--- src/rtl/dac_spi_multi.sv ---
// Multi-channel DAC SPI driver: {channel, sample} FIFO feeding a shared sclk/din bus with per-channel sync.
// Define DAC_SPI_BROADCAST_EN to treat an all-ones channel as a broadcast to every DAC.
module dac_spi_multi #(
  parameter int NUM_CH     = 2,
  parameter int DATA_W     = 8,
  parameter int CLK_DIV    = 2,
  parameter int FIFO_DEPTH = 4,
  parameter int GAP_HP     = 2,
  localparam int CH_W      = (NUM_CH > 1) ? $clog2(NUM_CH) : 1,
  localparam int LVL_W     = $clog2(FIFO_DEPTH) + 1
) (
  input  logic              clk_in,
  input  logic              rst,
  input  logic [DATA_W-1:0] wr_data,
  input  logic [CH_W-1:0]   wr_ch,
  input  logic              wr_valid,
  output logic              wr_ready,
  output logic              sclk,
  output logic              dac_din,
  output logic [NUM_CH-1:0] sync,
  output logic              busy,
  output logic              err,
  output logic [LVL_W-1:0]  fifo_level
);
  localparam int PTR_W = $clog2(FIFO_DEPTH);
  localparam int DIV_W = (CLK_DIV > 1) ? $clog2(CLK_DIV) : 1;
  localparam int HP_W  = $clog2(((GAP_HP > 32) ? GAP_HP : 32) + 1);

  typedef enum logic [1:0] {IDLE, LOAD, SHIFT, GAP} state_t;

  state_t              state_q, state_d;
  logic [DIV_W-1:0]    div_q, div_d;
  logic [HP_W-1:0]     hp_q, hp_d;
  logic                sclk_q, sclk_d;
  logic                din_q, din_d;
  logic [NUM_CH-1:0]   sync_q, sync_d;
  logic [14:0]         sh_q, sh_d;
  logic                busy_q, busy_d;
  logic                err_q, err_d;
  logic [LVL_W-1:0]    level_q, level_d;
  logic [PTR_W-1:0]    wr_ptr_q, wr_ptr_d, rd_ptr_q, rd_ptr_d;
  logic [CH_W+DATA_W-1:0] mem_q [FIFO_DEPTH];

  logic              full, hs, push, pop, bad, tick, in_range, is_bcast;
  logic [CH_W-1:0]   rd_ch;
  logic [DATA_W-1:0] rd_data;
  logic [15:0]       frame_w;
  logic [NUM_CH-1:0] sel;

`ifdef DAC_SPI_BROADCAST_EN
  assign is_bcast = &wr_ch;
`else
  assign is_bcast = 1'b0;
`endif

  assign full     = (level_q == LVL_W'(FIFO_DEPTH));
  assign wr_ready = !full;
  assign in_range = (32'(wr_ch) < NUM_CH);
  assign hs       = wr_valid && wr_ready;
  assign push     = hs && (in_range || is_bcast);
  assign bad      = hs && !in_range && !is_bcast;
  assign pop      = (state_q == IDLE) && (level_q != '0);
  assign tick     = (state_q != IDLE) && (div_q == DIV_W'(CLK_DIV - 1));

  assign {rd_ch, rd_data} = mem_q[rd_ptr_q];
  // Control nibble is all zero (normal power-down mode); sample left-justified in 12 bits.
  assign frame_w = {4'b0000, 12'(rd_data) << (12 - DATA_W)};

  always_comb begin
    sel = '0;
    for (int i = 0; i < NUM_CH; i++) sel[i] = (rd_ch == CH_W'(i));
`ifdef DAC_SPI_BROADCAST_EN
    if (&rd_ch) sel = '1;
`endif
  end

  always_ff @(posedge clk_in)
    if (push) mem_q[wr_ptr_q] <= {wr_ch, wr_data};

  always_comb begin
    wr_ptr_d = wr_ptr_q + PTR_W'(push);
    rd_ptr_d = rd_ptr_q + PTR_W'(pop);
    level_d  = level_q + LVL_W'(push) - LVL_W'(pop);
    busy_d   = (state_q != IDLE) || (level_q != '0);
    err_d    = bad;
    state_d  = state_q;
    div_d    = div_q;
    hp_d     = hp_q;
    sclk_d   = sclk_q;
    din_d    = din_q;
    sync_d   = sync_q;
    sh_d     = sh_q;
    if (state_q != IDLE) div_d = tick ? '0 : div_q + 1'b1;
    case (state_q)
      IDLE: begin
        div_d  = '0;
        hp_d   = '0;
        sclk_d = 1'b1;
        din_d  = 1'b0;
        sync_d = '1;
        if (pop) begin
          state_d = LOAD;
          sync_d  = ~sel;
          sh_d    = frame_w[14:0];
          din_d   = frame_w[15];
        end
      end
      LOAD: if (tick) begin
        state_d = SHIFT;
        sclk_d  = 1'b0;
        hp_d    = '0;
      end
      SHIFT: if (tick) begin
        if (hp_q == HP_W'(31)) begin
          state_d = GAP;
          sclk_d  = 1'b1;
          sync_d  = '1;
          din_d   = 1'b0;
          hp_d    = '0;
        end else begin
          hp_d   = hp_q + 1'b1;
          sclk_d = ~sclk_q;
          // Advance data on rising sclk; the 16th rise has no bit left to present.
          if (!sclk_q && hp_q != HP_W'(30)) begin
            din_d = sh_q[14];
            sh_d  = {sh_q[13:0], 1'b0};
          end
        end
      end
      GAP: if (tick) begin
        if (hp_q == HP_W'(GAP_HP - 1)) state_d = IDLE;
        else hp_d = hp_q + 1'b1;
      end
      default: state_d = IDLE;
    endcase
  end

  always_ff @(posedge clk_in or negedge rst)
    if (!rst) begin
      state_q  <= IDLE;
      div_q    <= '0;
      hp_q     <= '0;
      sclk_q   <= 1'b1;
      din_q    <= 1'b0;
      sync_q   <= '1;
      sh_q     <= '0;
      busy_q   <= 1'b0;
      err_q    <= 1'b0;
      level_q  <= '0;
      wr_ptr_q <= '0;
      rd_ptr_q <= '0;
    end else begin
      state_q  <= state_d;
      div_q    <= div_d;
      hp_q     <= hp_d;
      sclk_q   <= sclk_d;
      din_q    <= din_d;
      sync_q   <= sync_d;
      sh_q     <= sh_d;
      busy_q   <= busy_d;
      err_q    <= err_d;
      level_q  <= level_d;
      wr_ptr_q <= wr_ptr_d;
      rd_ptr_q <= rd_ptr_d;
    end

  assign sclk       = sclk_q;
  assign dac_din    = din_q;
  assign sync       = sync_q;
  assign busy       = busy_q;
  assign err        = err_q;
  assign fifo_level = level_q;
endmodule

--- config.mk ---
export PLATFORM = sky130hd
export DESIGN_NAME = dac_spi_multi
export DESIGN_NICKNAME = d
export VERILOG_FILES = /design/src/rtl/dac_spi_multi.sv
export SDC_FILE = /design/constraint.sdc
export NUM_CORES = 1
export LEC_CHECK = 0
export CELL_PAD_IN_SITES_DETAIL_PLACEMENT = 0
export CELL_PAD_IN_SITES_GLOBAL_PLACEMENT = 1
export CORE_UTILIZATION = 52
export CTS_CLUSTER_DIAMETER = 40
export CTS_CLUSTER_SIZE = 30
export DETAILED_ROUTE_END_ITERATION = 10
export PLACE_DENSITY = 0.88
export SYNTH_ARGS = -nofsm -noshare
export SYNTH_HDL_FRONTEND = slang
export SYNTH_SLANG_ARGS = --single-unit
--- constraint.sdc ---
create_clock -name clk_in -period 6.8 [get_ports clk_in]
set_clock_uncertainty 0.1 [all_clocks]
set_input_delay 2.04 -clock clk_in [delete_from_list [all_inputs] [get_ports clk_in]]
set_output_delay 2.04 -clock clk_in [all_outputs]
set_load 0.01 [all_outputs]
* Yosys cells after proc, flatten, opt, wreduce, memory -nomap -nowiden *
Memory sizes are Yosys's and may differ from the RTL's.
Cells that the tools add are included.

storage, ports and cells
  memory bits (writable) = 36
  word-level logic and storage cells = 90
  bits in registers = 36
  bits in read-only memories = 0
  input port bits = 12
  latch bits = 0
  memories kept = 1

memory list
  name   depth  bits a word  read ports  clocked after memory_dff  write ports  RTL line  RTL
  mem_q  4      9            1           0                         1            42        logic [CH_W+DATA_W-1:0] mem_q [FIFO_DEPTH];

cells by class
  reduce and logical (&&, ||, !) cells = 19
  divide/modulo/power cells = 0
  multiply operators = 0
  add/subtract/negate cells = 6
  eq/ne operators = 17
  muxes and demuxes = 33
  bitwise logic cells = 3
  magnitude comparators = 0
  shift-type cells = 0

operators by type and width
  operator                                                                 count
  15-bit 2-to-1 mux                                                        4
  6-bit 2-to-1 mux                                                         5
  15-bit one-hot mux with 2 select lines                                   1
  6-bit one-hot mux with 4 select lines                                    1
  2-bit inequality test, second input constant                             9
  2-bit 2-to-1 mux                                                         7
  1-bit 2-to-1 mux                                                         11
  3-bit AND reduction                                                      3
  2-bit one-hot mux with 4 select lines                                    1
  6-bit by 1-bit adder with 6-bit output, second input constant            1
  6-bit by 1-bit == test with 1-bit output, second input constant          1
  6-bit by 5-bit == test with 1-bit output, second input constant          1
  6-bit by 5-bit inequality test with 1-bit output, second input constant  1
  6-bit AND reduction                                                      1
  2-bit nonzero test                                                       3
  3-bit nonzero test                                                       2
  5-bit AND reduction                                                      1
  2-bit by 1-bit adder with 2-bit output                                   2
  2-bit == test, second input constant                                     2
  1-bit logical AND                                                        4
  2-bit one-hot mux with 2 select lines                                    1
  4-bit AND reduction                                                      1
  3-bit by 1-bit adder with 3-bit output                                   1
  3-bit == test, second input constant                                     1
  11 further kinds                                                         13

* Longest topological paths before layout *
  word-level depth = 6
  depth in mapped cells = 10
  mapped depth without buffers = 10

* Worst setup path before layout *
No wires, ideal clock.

  path kind = input to register
  from = in wr_valid
  to = reg level_q[2], in the netlist fifo_level[2]
  cell stages on the path = 7
  data required time = 6.577 ns
  setup slack = 3.340 ns
  arrival time = 3.237 ns
  cells stage by stage = nand2_1 > ha_1 > inv_1 > ha_1 > fa_1 > xnor2_1 > xnor2_1

between the ends
  longest elaborated chain between the ends = 3

RTL lines
  element                                      RTL line  RTL
  start, declared                              16        input logic wr_valid,
  1-bit logical AND                            59        assign hs = wr_valid && wr_ready;
  3-bit by 1-bit adder with 3-bit output       83        level_d = level_q + LVL_W'(push) - LVL_W'(pop);
  3-bit by 1-bit subtractor with 3-bit output  83
  net level_d[2]                               40        logic [LVL_W-1:0] level_q, level_d;
  end signal, assigned                         162       level_q <= level_d;
  end, declared                                40

The timed path passes the listed nets, and every way through them passes these cells.
A chain may end at the register's enable or synchronous reset.

* Worst setup path after layout *
  from = in wr_valid
  to = mem mem_q[2][0] in the netlist's numbering (enable)

between the ends
  longest elaborated chain between the ends = 3

RTL lines
  element                                 RTL line  RTL
  1-bit logical AND                       59
  1-bit 2-to-1 mux                        78        if (push) mem_q[wr_ptr_q] <= {wr_ch, wr_data};
  1-bit 2-to-1 mux (implied by the code)  78
  end, declared                           42

Every way passes these cells.

==> impl.org <==
** Run status
- The run finished with clean final reports.

** Power and ir drop
- Power Density :: between 200 and 300 nW/µm²
- Summed over all cells, the static leakage comes to approximately 1.4 nW.
- Post-layout total power :: slightly above 1 mW
- VDD sags by at most around 0.18 mV.

** Yosys
- By count the netlist is led by 36 x edfxtp_1, 29 x dfrtp_1, 16 x mux2_2.
- Post-synthesis share of cell area spent on and, or, nand and nor gates :: under 10%
- Counting every net in the synthesized netlist gives roughly 240.
- Among all flip-flop cells after synthesis, the most frequent one is edfxtp_1.
- The synthesized netlist devotes 1.15% of its cell area to XOR and XNOR gates.
- Area share of the largest cell type after synthesis :: a little over a third
- Summing the areas of all compound-gate instances in the mapped netlist gives between 6 and 7% of the synthesized area.
- The netlist uses 46 different library cells.
- Yosys printed 0 warnings.
- Synth Instances :: ~210
- In the synthesized netlist, mux cells make up around 14% of the area.
- Number of enable-type register cells in the synthesized netlist :: 36
- Of all cell types, the one taking the most synthesized area is edfxtp_1.
- After synthesis, the share of flip-flops with an asynchronous set or reset is between 40% and 50%.
- In this run the mean area of a mapped cell was around 14 µm².
- Synthesis inferred around 70 register bits.
- Sequential cells were found to cover between 60% and 70% of the synthesized design area.
- The mapped netlist covers around 3000 µm².
- Most frequent cell after synthesis :: edfxtp_1
- Combinational family with the most area after synthesis :: multiplexers
- After Yosys synthesis, full adders, half adders and majority gates account for under 10% of the synthesized area.
- By area the synthesized netlist is led by edfxtp_1 35%, dfrtp_1 24%, mux4_2 6.7%.

** Drt
- Summing over every cut layer, the via total after detailed routing is between 1,500 and 2,000.
- Number of routed nets with antenna violations :: 0
- In the routed layout, each cell is associated on average with a via count of approximately 5.6.
- Summed over all layers, the routed wires come to ~5000 µm.
- Drt first-iter violations :: 86
- Routed length per instance :: about 16 µm
- For this run, design rule violations remaining after detail routing come to 0.
- The first detailed-routing pass took 5 iterations.

** Floorplanning
- Io pins :: 22
- Floorplan die area :: around 6200 µm²
- From left edge to right edge, the die measures around 79 µm.
- Measured along the y axis, the die boundary spans 78.5 µm.
- The floorplan has 27 rows.
- Initial standard-cell utilization of the core :: between 50% and 60%
- The region available for standard cell placement spans about 5600 µm².

** Global route
- The first global-routing pass estimated around 8000 µm of wire.
- After global routing, the most crowded layer is met1.
- In the global route stage, met2 resource usage came out at 25.0%.
- For this run, global-route usage on met1 was measured as 25.6%.
- Number of global-route vias before repair :: ~1,600
- Global routing used a little under a fifth of the available tracks across all layers.
- For met3 alone, demand over resource in global routing was about 5.8%.
- Largest net degree at the start of global routing :: 33
- Antenna violations before repair :: 0
- For this run the aggregate overflow at the end of global routing stands at 0.

** Layout
- After the flow finishes, the layout carries non-filler instances totaling between 300 and 400.
- Layout overhead on the synthesized area :: 15.4%
- The post-route netlist has 20.1% of its cells at a drive strength greater than 1.
- The repair_antennas step left the layout with diodes totalling 0.
- Register area :: between 1500 and 2000 µm²
- Filler cell count in the final layout :: 417
- Summing all multi-input logic gate instances after layout gives approximately 1100 µm².
- At the end of the flow the core is filled with cells to a little over three fifths.
- Final nets :: 258
- The finished cells cover approximately 3500 µm².

** Clocking
- TritonCTS clock tree :: built
- In this run the number of H-tree levels came out at 3.
- The later pin in the worst-skew pair is clocked with a latency of roughly 350 ps.
- Setup repair bufs after CTS :: 0
- After clock tree synthesis, the clock-pin slew on the worst setup and hold paths is 70 ps.
- In this run, post-CTS hold repair placed 0 buffers.
- Clk Tree Root Cell :: clkbuf_8
- Clock Path Buffers :: 2
- Clock tree synthesis found a total of between 60 and 70 sinks.
- Number of CTS-inserted buffers :: 9
- Post-CTS repair changed the size of 0 cells.

** Placement
- Post-placement cell count :: 295
- Once detailed placement completed, the half-perimeter wirelength came to roughly 3300 µm.
- After detailed placement, the total cell area comes to 3290 µm².
- Number of port buffers :: 20
- Routability cong. :: approximately 0.73

** Setup path
- STA puts the critical path data arrival time at 3660 ps.
- Worst r2r dst :: sh_q[11]
- Critical path class :: in2reg
- Worst-case register-to-register setup slack :: between 4000 and 5000 ps
- Reg-to-reg startpoint :: state_q[0]
- Maximum fanout count along the critical path :: 9
- Kind of launch point of the worst setup path :: input pin
- Required time worst endpoint :: between 6000 and 7000 ps
- Measured in cells, the most critical reg-to-reg path has a length of 5.
- The worst setup path is captured at a flop.
- Start point of the critical path :: wr_valid

** Min path
- Hold Path Sink :: div_q
- The startpoint identified for the worst hold timing path is div_q.
- Cells on Worst Hold Path :: 1
- The tightest min-delay check is of the reg2reg type.

** Timing
- Worst slew margin relative to its limit :: approximately 17%
- The final hold violation count is 0.
- Fraction of the cycle the final worst path needs :: between 50% and 60%
- Setup repair after global routing left no endpoint under its margin.
- Setup total negative slack on the finished layout was measured at 0 ps.
- Final setup violation count :: 0
- Worst slew pin tran :: around 1200 ps
- For this run, the top clock speed supported by timing is about 260 MHz.
- The max-slew violation count is 0.
- Post-layout min period :: approximately 3800 ps

** Flow run
- Number of max-capacitance violations reported :: 0
==> per-layer routing <==
metal | vias up | part of all wire [%] | routed length, µm
li1 | 825 | - | -
met1 | 857 | 48 | 2390
met2 | 47 | 46 | 2310
met3 | 11 | 4.3 | 217
met4 | 0 | 2.1 | 104
met5 | - | 0 | 0
==> how the worst max path moves through the flow <==
stage / to
floorplan: fifo_level[2]
global placement: mem_q[1][4]
detailed placement: mem_q[1][7]
CTS: mem_q[1][0]
global route: mem_q[2][7]
finish: mem_q[2][0]
==> power breakdown <==
group	switching [mW]	internal [mW]
sequential	0.0293	0.500
combinational	0.0660	0.0649
clock	0.160	0.208
total	0.255	0.773
==> state kept, by name, indices dropped and copies added, names as in the netlist, 2 cells and up <==
| name | count |
|---|---|
| fifo_level | 3 |
| state_q | 2 |
| sync | 2 |
| wr_ptr_q | 2 |
| sh_q | 11 |
| mem_q | 36 |
| hp_q | 6 |
| rd_ptr_q | 2 |
==> through the flow <==
step	worst slack, ps	hold slack, ps
CTS	2930	338
floorplan	3340	311
global route	2880	381
finish	2990	343
global placement	2690	327
detailed placement	2570	329
==> cells by family after synthesis <==
group	Yosys count
other	1
adder cells (fa/ha/maj)	12
buffers and inverters	23
flip-flops	68
multiplexers	30
XOR/XNOR	4
AND/OR/NAND/NOR	46
AO/OA/AOI/OAI	27
==> layout make-up <==
class / instances / share of cell area, %
flip-flops and latches: 68 / 53.6
multi-input cells: 120 / 30.1
repair buffers: 21 / 5.91
clock buffers: 9 / 3.52
clock inverters: 7 / 2.81
well taps: 72 / 2.56
inverters: 14 / 1.49
==> worst max-delay path, stage by stage <==
cell and delay [ps]:
clkdlybuf4s50_1 450, nand2_1 140, nor3b_1 1030
==> layout by cell type (no fill, tap or decap), types with 5 or more instances in the layout <==
master           netlist  layout
inv_1                 14      14
nor2_1                 7       7
a21oi_1                6       6
edfxtp_1              36      36
clkdlybuf4s50_1        0      20
mux2_2                16      16
o21ai_0                7       7
dfrtp_1               29      29
ha_1                  11      11
mux2i_1                5       5
nand3_1                6       6
mux4_2                 9       9
nand2_1               13      13
clkbuf_8               0       9
Power figures use the tool's default switching activity.
